===== src/rtl/pe_pkg.sv =====
// Shared types and constants for the pe_blend colour special-effects stage.
package pe_pkg;

   // Visible pixels per line and coefficient ceiling
   localparam int LINE_W = 240;
   localparam int EV_MAX = 16;

   // BLDCNT field offsets: first-target mask, blend mode, second-target mask
   localparam int CNT_T1_LSB   = 0;
   localparam int CNT_MODE_LSB = 6;
   localparam int CNT_T2_LSB   = 8;

   typedef logic [14:0] color_t;
   typedef logic [5:0]  layer_t;

   typedef enum logic [1:0] {
      PASS        = 2'd0,
      ALPHA       = 2'd1,
      BRIGHT_UP   = 2'd2,
      BRIGHT_DOWN = 2'd3
   } blend_op_t;

   // Coefficients above the ceiling behave as the ceiling itself
   function automatic logic [4:0] clampEv(input logic [4:0] v, input logic [4:0] maxV);
      return (v > maxV) ? maxV : v;
   endfunction

endpackage


===== src/rtl/pe_blend_chan.sv =====
// One 5-bit colour channel: weighted sum (stage 2) then divide-by-16 with saturation (stage 3).
module pe_blend_chan
   import pe_pkg::*;
(
   input  logic       clock,
   input  logic       reset,
   input  blend_op_t  i_op,
   input  logic [4:0] i_c0,
   input  logic [4:0] i_c1,
   input  logic [4:0] i_eva,
   input  logic [4:0] i_evb,
   input  logic [4:0] i_evy,
   output logic [4:0] o_chan
);

   logic [9:0] w_c0;
   logic [9:0] w_c1;
   logic [9:0] w_inv;
   logic [9:0] w_sum;
   logic [9:0] r_sum;
   logic [5:0] w_quot;
   logic       w_unusedLow;

   assign w_c0  = {5'd0, i_c0};
   assign w_c1  = {5'd0, i_c1};
   assign w_inv = {5'd0, 5'd31 - i_c0};

   // Every result is kept in 1/16 units so the final stage is a plain shift
   always_comb begin
      w_sum = w_c0 << 4;
      case (i_op)
         ALPHA:       w_sum = w_c0 * {5'd0, i_eva} + w_c1 * {5'd0, i_evb};
         BRIGHT_UP:   w_sum = (w_c0 << 4) + w_inv * {5'd0, i_evy};
         BRIGHT_DOWN: w_sum = (w_c0 << 4) - w_c0 * {5'd0, i_evy};
         default:     w_sum = w_c0 << 4;
      endcase
   end

   // Stage 2 register holds the unscaled sum
   always_ff @(posedge clock or posedge reset) begin
      if (reset) begin
         r_sum <= '0;
      end else begin
         r_sum <= w_sum;
      end
   end

   // The fractional bits are dropped by the truncating shift
   assign w_quot      = r_sum[9:4];
   assign w_unusedLow = ^r_sum[3:0];

   // Stage 3 register: clamp alpha overflow back to full intensity
   always_ff @(posedge clock or posedge reset) begin
      if (reset) begin
         o_chan <= '0;
      end else begin
         o_chan <= (w_quot > 6'd31) ? 5'd31 : w_quot[4:0];
      end
   end

endmodule


===== src/rtl/pe_blend.sv =====
// Colour special-effects stage: per-pixel blend decision, 3-stage fixed-latency
// pipeline, line-start shadowing of the blend registers and column tracking.
module pe_blend #(
   parameter int LINE_W = pe_pkg::LINE_W,
   parameter int EV_MAX = pe_pkg::EV_MAX
) (
   input  logic        clock,
   input  logic        reset,
   input  logic        line_start,
   input  logic        in_valid,
   input  logic [14:0] in_color0,
   input  logic [14:0] in_color1,
   input  logic [5:0]  in_top,
   input  logic [5:0]  in_bot,
   input  logic        in_obj_semi,
   input  logic        in_fx_en,
   input  logic [15:0] bldcnt,
   input  logic [15:0] bldalpha,
   input  logic [15:0] bldy,
   output logic        out_valid,
   output logic [14:0] out_color,
   output logic [7:0]  out_col,
   output logic        overrun
);

   import pe_pkg::*;

   localparam logic [4:0] EV_LIM   = 5'(EV_MAX);
   localparam logic [7:0] COL_LAST = 8'(LINE_W - 1);

   // Shadowed blend registers and line bookkeeping
   logic [13:0] r_cnt;
   logic [4:0]  r_eva;
   logic [4:0]  r_evb;
   logic [4:0]  r_evy;
   logic [7:0]  r_col;
   logic        r_full;
   logic        r_overrun;

   // Values in force for the pixel arriving this cycle
   logic [13:0] w_cnt;
   logic [4:0]  w_eva;
   logic [4:0]  w_evb;
   logic [4:0]  w_evy;
   logic [7:0]  w_colBase;
   logic        w_fullBase;
   logic        w_t1;
   logic        w_t2;
   logic [1:0]  w_mode;
   blend_op_t   w_op;
   logic        w_unused;

   // Stage 1 pipeline registers
   logic        r_s1Valid;
   blend_op_t   r_s1Op;
   logic [14:0] r_s1C0;
   logic [14:0] r_s1C1;
   logic [4:0]  r_s1Eva;
   logic [4:0]  r_s1Evb;
   logic [4:0]  r_s1Evy;
   logic [7:0]  r_s1Col;

   // Stage 2 sideband
   logic        r_s2Valid;
   logic [7:0]  r_s2Col;

   logic [2:0][4:0] w_chan;

   // A line_start coinciding with a pixel must apply to that pixel, so the
   // freshly latched values bypass the shadow registers for that one cycle
   assign w_cnt      = line_start ? bldcnt[13:0] : r_cnt;
   assign w_eva      = line_start ? clampEv(bldalpha[4:0], EV_LIM)  : r_eva;
   assign w_evb      = line_start ? clampEv(bldalpha[12:8], EV_LIM) : r_evb;
   assign w_evy      = line_start ? clampEv(bldy[4:0], EV_LIM)      : r_evy;
   assign w_colBase  = line_start ? 8'd0 : r_col;
   assign w_fullBase = line_start ? 1'b0 : r_full;

   assign w_t1   = |(in_top & w_cnt[CNT_T1_LSB +: 6]);
   assign w_t2   = |(in_bot & w_cnt[CNT_T2_LSB +: 6]);
   assign w_mode = w_cnt[CNT_MODE_LSB +: 2];

   assign w_unused = ^{bldcnt[15:14], bldalpha[7:5], bldalpha[15:13], bldy[15:5]};

   // Semi-transparent OBJ forces alpha regardless of mode; brightness only needs a first target
   always_comb begin
      w_op = PASS;
      if (in_fx_en && w_t2 && (in_obj_semi || (w_mode == 2'd1 && w_t1))) begin
         w_op = ALPHA;
      end else if (in_fx_en && w_t1 && w_mode == 2'd2) begin
         w_op = BRIGHT_UP;
      end else if (in_fx_en && w_t1 && w_mode == 2'd3) begin
         w_op = BRIGHT_DOWN;
      end
   end

   // Shadow latch at line start; column saturates at the last visible pixel and
   // any pixel arriving after that one marks the line as overrun
   always_ff @(posedge clock or posedge reset) begin
      if (reset) begin
         r_cnt     <= '0;
         r_eva     <= '0;
         r_evb     <= '0;
         r_evy     <= '0;
         r_col     <= '0;
         r_full    <= 1'b0;
         r_overrun <= 1'b0;
      end else begin
         if (line_start) begin
            r_cnt     <= bldcnt[13:0];
            r_eva     <= w_eva;
            r_evb     <= w_evb;
            r_evy     <= w_evy;
            r_col     <= 8'd0;
            r_full    <= 1'b0;
            r_overrun <= 1'b0;
         end
         if (in_valid) begin
            if (w_fullBase) begin
               r_overrun <= 1'b1;
            end else if (w_colBase == COL_LAST) begin
               r_full <= 1'b1;
            end else begin
               r_col <= w_colBase + 8'd1;
            end
         end
      end
   end

   assign overrun = r_overrun;

   // Stage 1 captures the decision and the coefficients so a later line_start
   // cannot alter pixels already in flight
   always_ff @(posedge clock or posedge reset) begin
      if (reset) begin
         r_s1Valid <= 1'b0;
         r_s1Op    <= PASS;
         r_s1C0    <= '0;
         r_s1C1    <= '0;
         r_s1Eva   <= '0;
         r_s1Evb   <= '0;
         r_s1Evy   <= '0;
         r_s1Col   <= '0;
      end else begin
         r_s1Valid <= in_valid;
         if (in_valid) begin
            r_s1Op  <= w_op;
            r_s1C0  <= in_color0;
            r_s1C1  <= in_color1;
            r_s1Eva <= w_eva;
            r_s1Evb <= w_evb;
            r_s1Evy <= w_evy;
            r_s1Col <= w_colBase;
         end
      end
   end

   // Valid and column ride alongside the channel arithmetic through stages 2 and 3
   always_ff @(posedge clock or posedge reset) begin
      if (reset) begin
         r_s2Valid <= 1'b0;
         r_s2Col   <= '0;
         out_valid <= 1'b0;
         out_col   <= '0;
      end else begin
         r_s2Valid <= r_s1Valid;
         r_s2Col   <= r_s1Col;
         out_valid <= r_s2Valid;
         out_col   <= r_s2Col;
      end
   end

   for (genvar g = 0; g < 3; g++) begin : gChan
      pe_blend_chan uChan (
         .clock (clock),
         .reset (reset),
         .i_op  (r_s1Op),
         .i_c0  (r_s1C0[5*g +: 5]),
         .i_c1  (r_s1C1[5*g +: 5]),
         .i_eva (r_s1Eva),
         .i_evb (r_s1Evb),
         .i_evy (r_s1Evy),
         .o_chan(w_chan[g])
      );
   end

   assign out_color = w_chan;

endmodule

===== config.mk =====
export PLATFORM = sky130hd
export DESIGN_NAME = pe_blend
export DESIGN_NICKNAME = d
export VERILOG_FILES = /design/src/rtl/pe_pkg.sv /design/src/rtl/pe_blend_chan.sv /design/src/rtl/pe_blend.sv
export SDC_FILE = /design/constraint.sdc
export NUM_CORES = 1
export LEC_CHECK = 0
export ABC_AREA = 1
export CORE_UTILIZATION = 57
export CTS_BUF_LIST = sky130_fd_sc_hd__clkbuf_16
export DETAILED_ROUTE_END_ITERATION = 10
export GPL_ROUTABILITY_DRIVEN = 0
export GPL_TIMING_DRIVEN = 0
export PLACE_DENSITY = 0.78
export SKIP_LAST_GASP = 1
export SLEW_MARGIN = 10
export SYNTH_ARGS = -nofsm -noshare
export SYNTH_HDL_FRONTEND = slang
export SYNTH_SLANG_ARGS = --single-unit

===== constraint.sdc =====
create_clock -name clock -period 11.05 [get_ports clock]
set_input_delay 2.21 -clock clock [delete_from_list [all_inputs] [get_ports clock]]
set_output_delay 2.21 -clock clock [all_outputs]
set_load 0.02 [all_outputs]

Word level (Yosys, flattened, before mapping)
Cells that the tools add are included.
{"block": "classes", "bitwise": 2, "n_eq_ne": 7, "multipliers": 12, "muxes": 27, "n_reduce_logical": 9, "n_lt_le_gt_ge": 6, "add_sub_neg": 13}
{"operator": "$mul A5 B5 Y10", "count": 12}
{"operator": "$pmux W10 S3", "count": 3}
{"operator": "$mux W5", "count": 9}
{"operator": "$mux W8", "count": 4}
{"operator": "$add A10 B10 Y10", "count": 3}
{"operator": "$add A9 B10 Y10", "count": 3}
{"operator": "$sub A9 B10 Y10", "count": 3}
{"operator": "$gt A6 B5 Y1 const B", "count": 3}
{"operator": "$gt A5 B5 Y1 const B", "count": 3}
{"operator": "$sub A5 B5 Y5 const A", "count": 3}
{"operator": "$mux W14", "count": 1}
{"operator": "$and A6 B6 Y6", "count": 2}
{"operator": "$reduce_or A6 Y1", "count": 2}
{"operator": "$add A8 B1 Y8 const B", "count": 1}
{"operator": "$eq A2 B2 Y1 const B", "count": 4}
{"operator": "$eq A8 B8 Y1 const B", "count": 1}
{"operator": "$mux W1", "count": 7}
{"operator": "$logic_and A1 B1 Y1", "count": 6}
{"operator": "$mux W2", "count": 3}
{"operator": "$eq A2 B1 Y1 const B", "count": 2}
{"operator": "$logic_or A1 B1 Y1", "count": 1}
{"block": "totals", "output_inout_bits": 25, "regBits": 158, "word_cells": 101}

Longest topological paths before layout
{"block": "logic_depth", "word_depth": 8, "mapped_depth": 23}

Cells and area by module
From an unflattened synthesis, not the netlist that was laid out.
{"block": "unflattened", "cells_unflattened": 2156, "area_unflattened_um2": 16345.7}
{"module": "pe_blend", "cells_per_inst": 480, "n_inst": 1, "area_each_um2": 4500.6, "seq_area_each_um2": 2827.7}
{"module": "pe_blend_chan (gChan[2].uChan)", "cells_per_inst": 555, "n_inst": 1, "area_each_um2": 3957.5, "seq_area_each_um2": 275.3}
{"module": "pe_blend_chan (gChan[1].uChan)", "cells_per_inst": 562, "n_inst": 1, "area_each_um2": 3953.8, "seq_area_each_um2": 275.3}
{"module": "pe_blend_chan (gChan[0].uChan)", "cells_per_inst": 559, "n_inst": 1, "area_each_um2": 3933.8, "seq_area_each_um2": 275.3}

Worst setup path before layout
No wires, ideal clock.
{"block": "synth_path", "kind": "reg2reg", "from": "register r_s1Evb[4]", "to": "register gChan[0].uChan.r_sum[7]", "stages_incl_launch_ff": 19, "path_buffers": 2, "path_slack_ns": 6.403, "arrival_time_ns": 4.522, "path_cell_list": "dfrtp_1 clkbuf_1 clkbuf_1 nand2_1 fa_1 fa_1 inv_1 fa_1 fa_1 inv_1 fa_1 inv_1 ha_1 nand2_1 nand2_1 a21boi_0 nand3_1 nand3_1 nand3_1"}
{"block": "synth_between", "elab_chain_cells": 3}
{"element": "start: declaration", "line_no": "pe_blend.sv:59", "source": "logic [4:0] r_s1Evb;"}
{"element": "start signal: assignment", "line_no": "pe_blend.sv:150", "source": "r_s1Evb <= w_evb;"}
{"element": "$mul A5 B5 Y10", "line_no": "pe_blend_chan.sv:32", "source": "ALPHA: w_sum = w_c0 * {5'd0, i_eva} + w_c1 * {5'd0, i_evb};"}
{"element": "$add A10 B10 Y10", "line_no": "pe_blend_chan.sv:32"}
{"element": "$pmux W10 S3", "line_no": "pe_blend_chan.sv:31", "source": "case (i_op)"}
{"element": "named net gChan[0].uChan.w_sum[7]", "line_no": "pe_blend_chan.sv:19", "source": "logic [9:0] w_sum;"}
{"element": "end signal: assignment", "line_no": "pe_blend_chan.sv:44", "source": "r_sum <= w_sum;"}
{"element": "end: declaration", "line_no": "pe_blend_chan.sv:20", "source": "logic [9:0] r_sum;"}
The timed path passes the listed nets, and every way through them passes these cells.
A chain may end at the register's enable or synchronous reset.

Final worst setup path
{"block": "layout_path", "from": "register r_s1C0[3]", "to": "register gChan[0].uChan.r_sum[7]"}
{"block": "layout_between", "elab_chain_cells": 4, "word_cells_on_any_way": 8}
{"element": "start: declaration", "line_no": "pe_blend.sv:56", "source": "logic [14:0] r_s1C0;"}
{"element": "start signal: assignment", "line_no": "pe_blend.sv:147", "source": "r_s1C0 <= in_color0;"}
{"element": "$sub A5 B5 Y5", "line_no": "pe_blend_chan.sv:26", "source": "assign w_inv = {5'd0, 5'd31 - i_c0};"}
{"element": "$mul A5 B5 Y10", "line_no": "pe_blend_chan.sv:33", "source": "BRIGHT_UP: w_sum = (w_c0 << 4) + w_inv * {5'd0, i_evy};"}
{"element": "$add A9 B10 Y10", "line_no": "pe_blend_chan.sv:33"}
{"element": "$pmux W10 S3 (*)", "line_no": "pe_blend_chan.sv:31"}
{"element": "named net gChan[0].uChan.w_sum[7]", "line_no": "pe_blend_chan.sv:19"}
The timed path passes the listed nets; every way through them passes the cells marked *.

==> results.md <==
* CTS root buf: clkbuf_16
* Postcts setup bufs at 0
* Die height at 171 um
* DIE WIDTH at between 150 and 200 um
* Worst-Margin Slew at about 0.87 ns
* CP Launch Type: register
* Post-synth EDFFs at 0
* Yosys cell types at 48
* CTS tree: done
* I/O Buffers at 100
* Initial antenna violation count at 1
* Largest stage delay on the critical path at 0.57 ns
* Post-DP HPWL at between 30000 and 40000 um
* Setup TNS at 0 ns
* Final setup viols at 0
* Critical path data required time at roughly 11 ns
* Maxcap violations at 0
* Layout fillers at 2365
* I/O Pins at 121
* Worst-path cell chain: clkbuf_1 > clkbuf_1 > nand2_1 > fa_1 > inv_1 > fa_1 > fa_1 > fa_1 > inv_1 > fa_1 > inv_1 > ha_1 > nand2_1 > nand2_1 > a21boi_0 > nand2_1 > nand2_1 > nand3_1 > nand3_1
* H-Tree Depth at 4
* Residual DRC count at 0
* Clock power frac at 20.9%
* DR pass1 iterations at 10
* HP Class: reg2reg
* Clock period minus worst slack at about 5.6 ns
* Status: finished, final reports clean
* Reg2Reg Setup Slack at roughly 5.4 ns
* Core area at 27900 um2
* Avg Vias per Cell at 5.30
* Critical path class: reg2reg
* Slew headroom at about 42%
* Hold Vio Cnt, Final at 0
* Area grow syn2layout at 13.1%
* Power density over cell area at between 150 and 200 nW/um2
* Worst hold endpoint: out_col[2]
* Leakage at ~11 nW
* GR Overflow Total at 0
* Switching share of power at between 40% and 50%
* Post-synthesis async set-or-reset flop share at between 90% and 100%
* CTS Buf Count at 17
* Reg clk slew, reported paths at 0.08 ns
* Via Count at about 14000
* Hold Slack at ~0.35 ns
* Global-route wire length before repair at 69500 um
* Ys flop type: dfrtp_1
* Die footprint at 29200 um2
* Final net count at about 2700
* RSZ-0062 raised after global routing: no
* Worst R2R End: gChan[0].uChan.r_sum[7]
* Routed WL at around 42000 um
* Yosys reg bits at about 150
* Hold_sp: r_s2Col[2]
* Starting Density at 58.2%
* Seq pwr share at between 20% and 30%
* Syn avg cell area at approximately 7.6 um2
* Buffer and inverter count on the worst path at 5
* P_sw at ~1.4 mW
* Critical-path top delay cell: clkbuf_1
* Seq/Total Area, Yosys at 22.5%
* Element type at the critical path end: register
* R2r startpoint: r_s1C0[3]
* Worst Hold Depth at 0
* Crit Path Max Fanout at 10
* Worst-Skew Late Latency at roughly 0.46 ns
* Tot GR Track Use at 30.9%
* Post-CTS Hold Fix Bufs at 0
* Slew Viols, Final at 0
* Fmax at 178 MHz
* Final period utilization at about half
* Layout cell share with drive strength beyond 1 at just under 4%
* Mapped Nets at 2576
* Synthesis warning total at 0
* Max IR drop VDD at 0.0959 mV
* Clk buf depth at 2
* Post-Syn Area at around 16000 um2
* Largest net degree at the start of global routing at 91
* Iter 0 DRT Violations at roughly 960
* Crit path max-delay family: adder cells
* Post-cts resize count at 0
* Worst Skew at between 0.015 and 0.02 ns
* Combinational share of power at 56.3%
* Crit path DAT at between 5 and 6 ns
* Row cnt at 61
* WP depth at 19
* Worst reg-to-reg path cell count at 19
* Post-DRT Antenna Nets at 0
* Number of global-route vias before repair at ~15000
* DR WL/cell at approximately 16 um
* Internal at ~1.6 mW
* Clock sink count at approximately 150
* Cells after synthesis at 2134
power groups by stage:
stage,registers (mW),clock network (mW),logic [mW]
after floorplan,0.698,0,1.15
after global placement,0.676,0,1.57
after detailed placement,0.676,0,1.62
after CTS,0.667,0.617,1.64
after global routing,0.675,0.638,1.87
final,0.666,0.612,1.65
cell usage after synthesis (8+ instances only):
| master | count | area share (%) |
|---|---|---|
| nand3b_1 | 16 | 0.74 |
| a21oi_1 | 47 | 1.4 |
| a22o_1 | 9 | 0.49 |
| dfrtp_1 | 146 | 22 |
| nand3_1 | 101 | 3.1 |
| or2_2 | 22 | 0.85 |
| xor2_1 | 8 | 0.43 |
| ha_1 | 178 | 14 |
| inv_1 | 515 | 12 |
| buf_2 | 10 | 0.31 |
| nor2_1 | 117 | 2.7 |
| o21ai_0 | 46 | 1.4 |
| xnor2_1 | 13 | 0.70 |
| fa_1 | 168 | 21 |
| nand4_1 | 17 | 0.65 |
| nand2_1 | 584 | 13 |
| clkbuf_1 | 53 | 1.2 |
per-layer routing:
layer / vias to the layer above / part of all wire, % / GRT usage [%]
li1: 6608 / - / -
met1: 6755 / 39 / 36.3
met2: 535 / 50 / 54.7
met3: 122 / 8.0 / 6.55
met4: 0 / 3.5 / 12.7
met5: - / 0 / 0
worst reg2reg max path: stages (launching register included):
cell      delay (ns)
dfrtp_1         0.39
clkbuf_1        0.45
clkbuf_1        0.57
nand2_1         0.14
fa_1            0.51
inv_1           0.05
fa_1            0.52
fa_1            0.44
fa_1            0.57
inv_1           0.06
fa_1            0.53
inv_1           0.04
ha_1            0.34
nand2_1         0.09
nand2_1         0.07
a21boi_0        0.26
nand2_1         0.10
nand2_1         0.06
nand3_1         0.16
nand3_1         0.19
kinds of logic (layout without fill, tap and decap cells):
family	count (synthesis)	count (layout)	share of synthesized area (%)
adders and majority gates	346	346	34.4
AOI/OAI and AO/OA	138	138	4.97
xor gates and xnor gates	21	21	1.13
DFF	146	146	22.5
muxes	1	1	0.0693
buffers and inverters	598	731	14.1
other	0	1	0
and+or+nand+nor	884	884	22.8
cell usage in the layout (no fill, tap or decap), types with 3 or more instances in the layout:
| cell | count |
|---|---|
| a31oi_1 | 4 |
| inv_8 | 5 |
| nor2_1 | 117 |
| a21boi_0 | 5 |
| o21a_1 | 7 |
| a22o_1 | 9 |
| and2_1 | 6 |
| clkbuf_2 | 3 |
| nand4_1 | 17 |
| clkinv_1 | 3 |
| buf_1 | 6 |
| inv_1 | 514 |
| a21oi_1 | 47 |
| nand3b_1 | 16 |
| xor2_1 | 8 |
| o21ai_0 | 46 |
| nand2_1 | 584 |
| buf_2 | 10 |
| inv_6 | 4 |
| or2_2 | 22 |
| nand3_1 | 101 |
| clkbuf_16 | 17 |
| o21bai_1 | 7 |
| ha_1 | 178 |
| dfrtp_1 | 146 |
| clkbuf_1 | 53 |
| nor3_1 | 7 |
| clkdlybuf4s50_1 | 100 |
| fa_1 | 168 |
| clkinv_8 | 6 |
| xnor2_1 | 13 |
| o211ai_1 | 4 |
layout make-up:
type / instances / area, um2 / share of cell area (%)
plain buffers: 77 / 339 / 1.85
repair buffers: 101 / 1030 / 5.60
clock buffers: 17 / 425 / 2.32
well taps: 378 / 473 / 2.58
diodes: 1 / 2.50 / 0.0136
flip-flops and latches: 146 / 3650 / 19.9
inverters: 521 / 1970 / 10.7
clock inverters: 15 / 185 / 1.01
multi-input cells: 1390 / 10300 / 56.0
how the worst max path moves through the flow:
stage | from | endpoint | slack [ns]
after floorplan | reset | gChan[0].uChan.o_chan[0] | 4.92
after global placement | reset | r_s1C1[6] | 2.96
after detailed placement | r_s1C0[1] | gChan[0].uChan.r_sum[7] | 5.56
after CTS | r_s1C0[1] | gChan[0].uChan.r_sum[7] | 5.53
after global routing | r_s1C0[1] | gChan[0].uChan.r_sum[7] | 5.15
final | r_s1C0[3] | gChan[0].uChan.r_sum[7] | 5.44
state kept, by name, indices dropped and copies added (netlist names), 2 cells and up:
| register | flops |
|---|---|
| gChan.uChan.r_sum | 18 |
| gChan.uChan.o_chan | 15 |
| r_s1C0 | 15 |
| r_s1C1 | 15 |
| r_cnt | 14 |
| out_col | 8 |
| r_col | 8 |
| r_s1Col | 8 |
| r_s2Col | 8 |
| r_eva | 5 |
| r_evb | 5 |
| r_evy | 5 |
| r_s1Eva | 5 |
| r_s1Evb | 5 |
| r_s1Evy | 5 |
| r_s1Op | 2 |
stage by stage:
stage | std cells | power, mW | setup WS (ns) | cell area (um2) | util, %
floorplan | 2134 | 1.85 | 4.92 | 16200 | -
global placement | 2612 | 2.24 | 2.96 | 17700 | 63.4
detailed placement | 2613 | 2.30 | 5.56 | 17800 | 63.6
CTS | 2645 | 2.92 | 5.53 | 18400 | 65.7
global route | 2645 | 3.19 | 5.15 | 18400 | 65.7
finish | 2646 | 2.93 | 5.44 | 18400 | 65.7
Power figures use the tool's default switching activity.
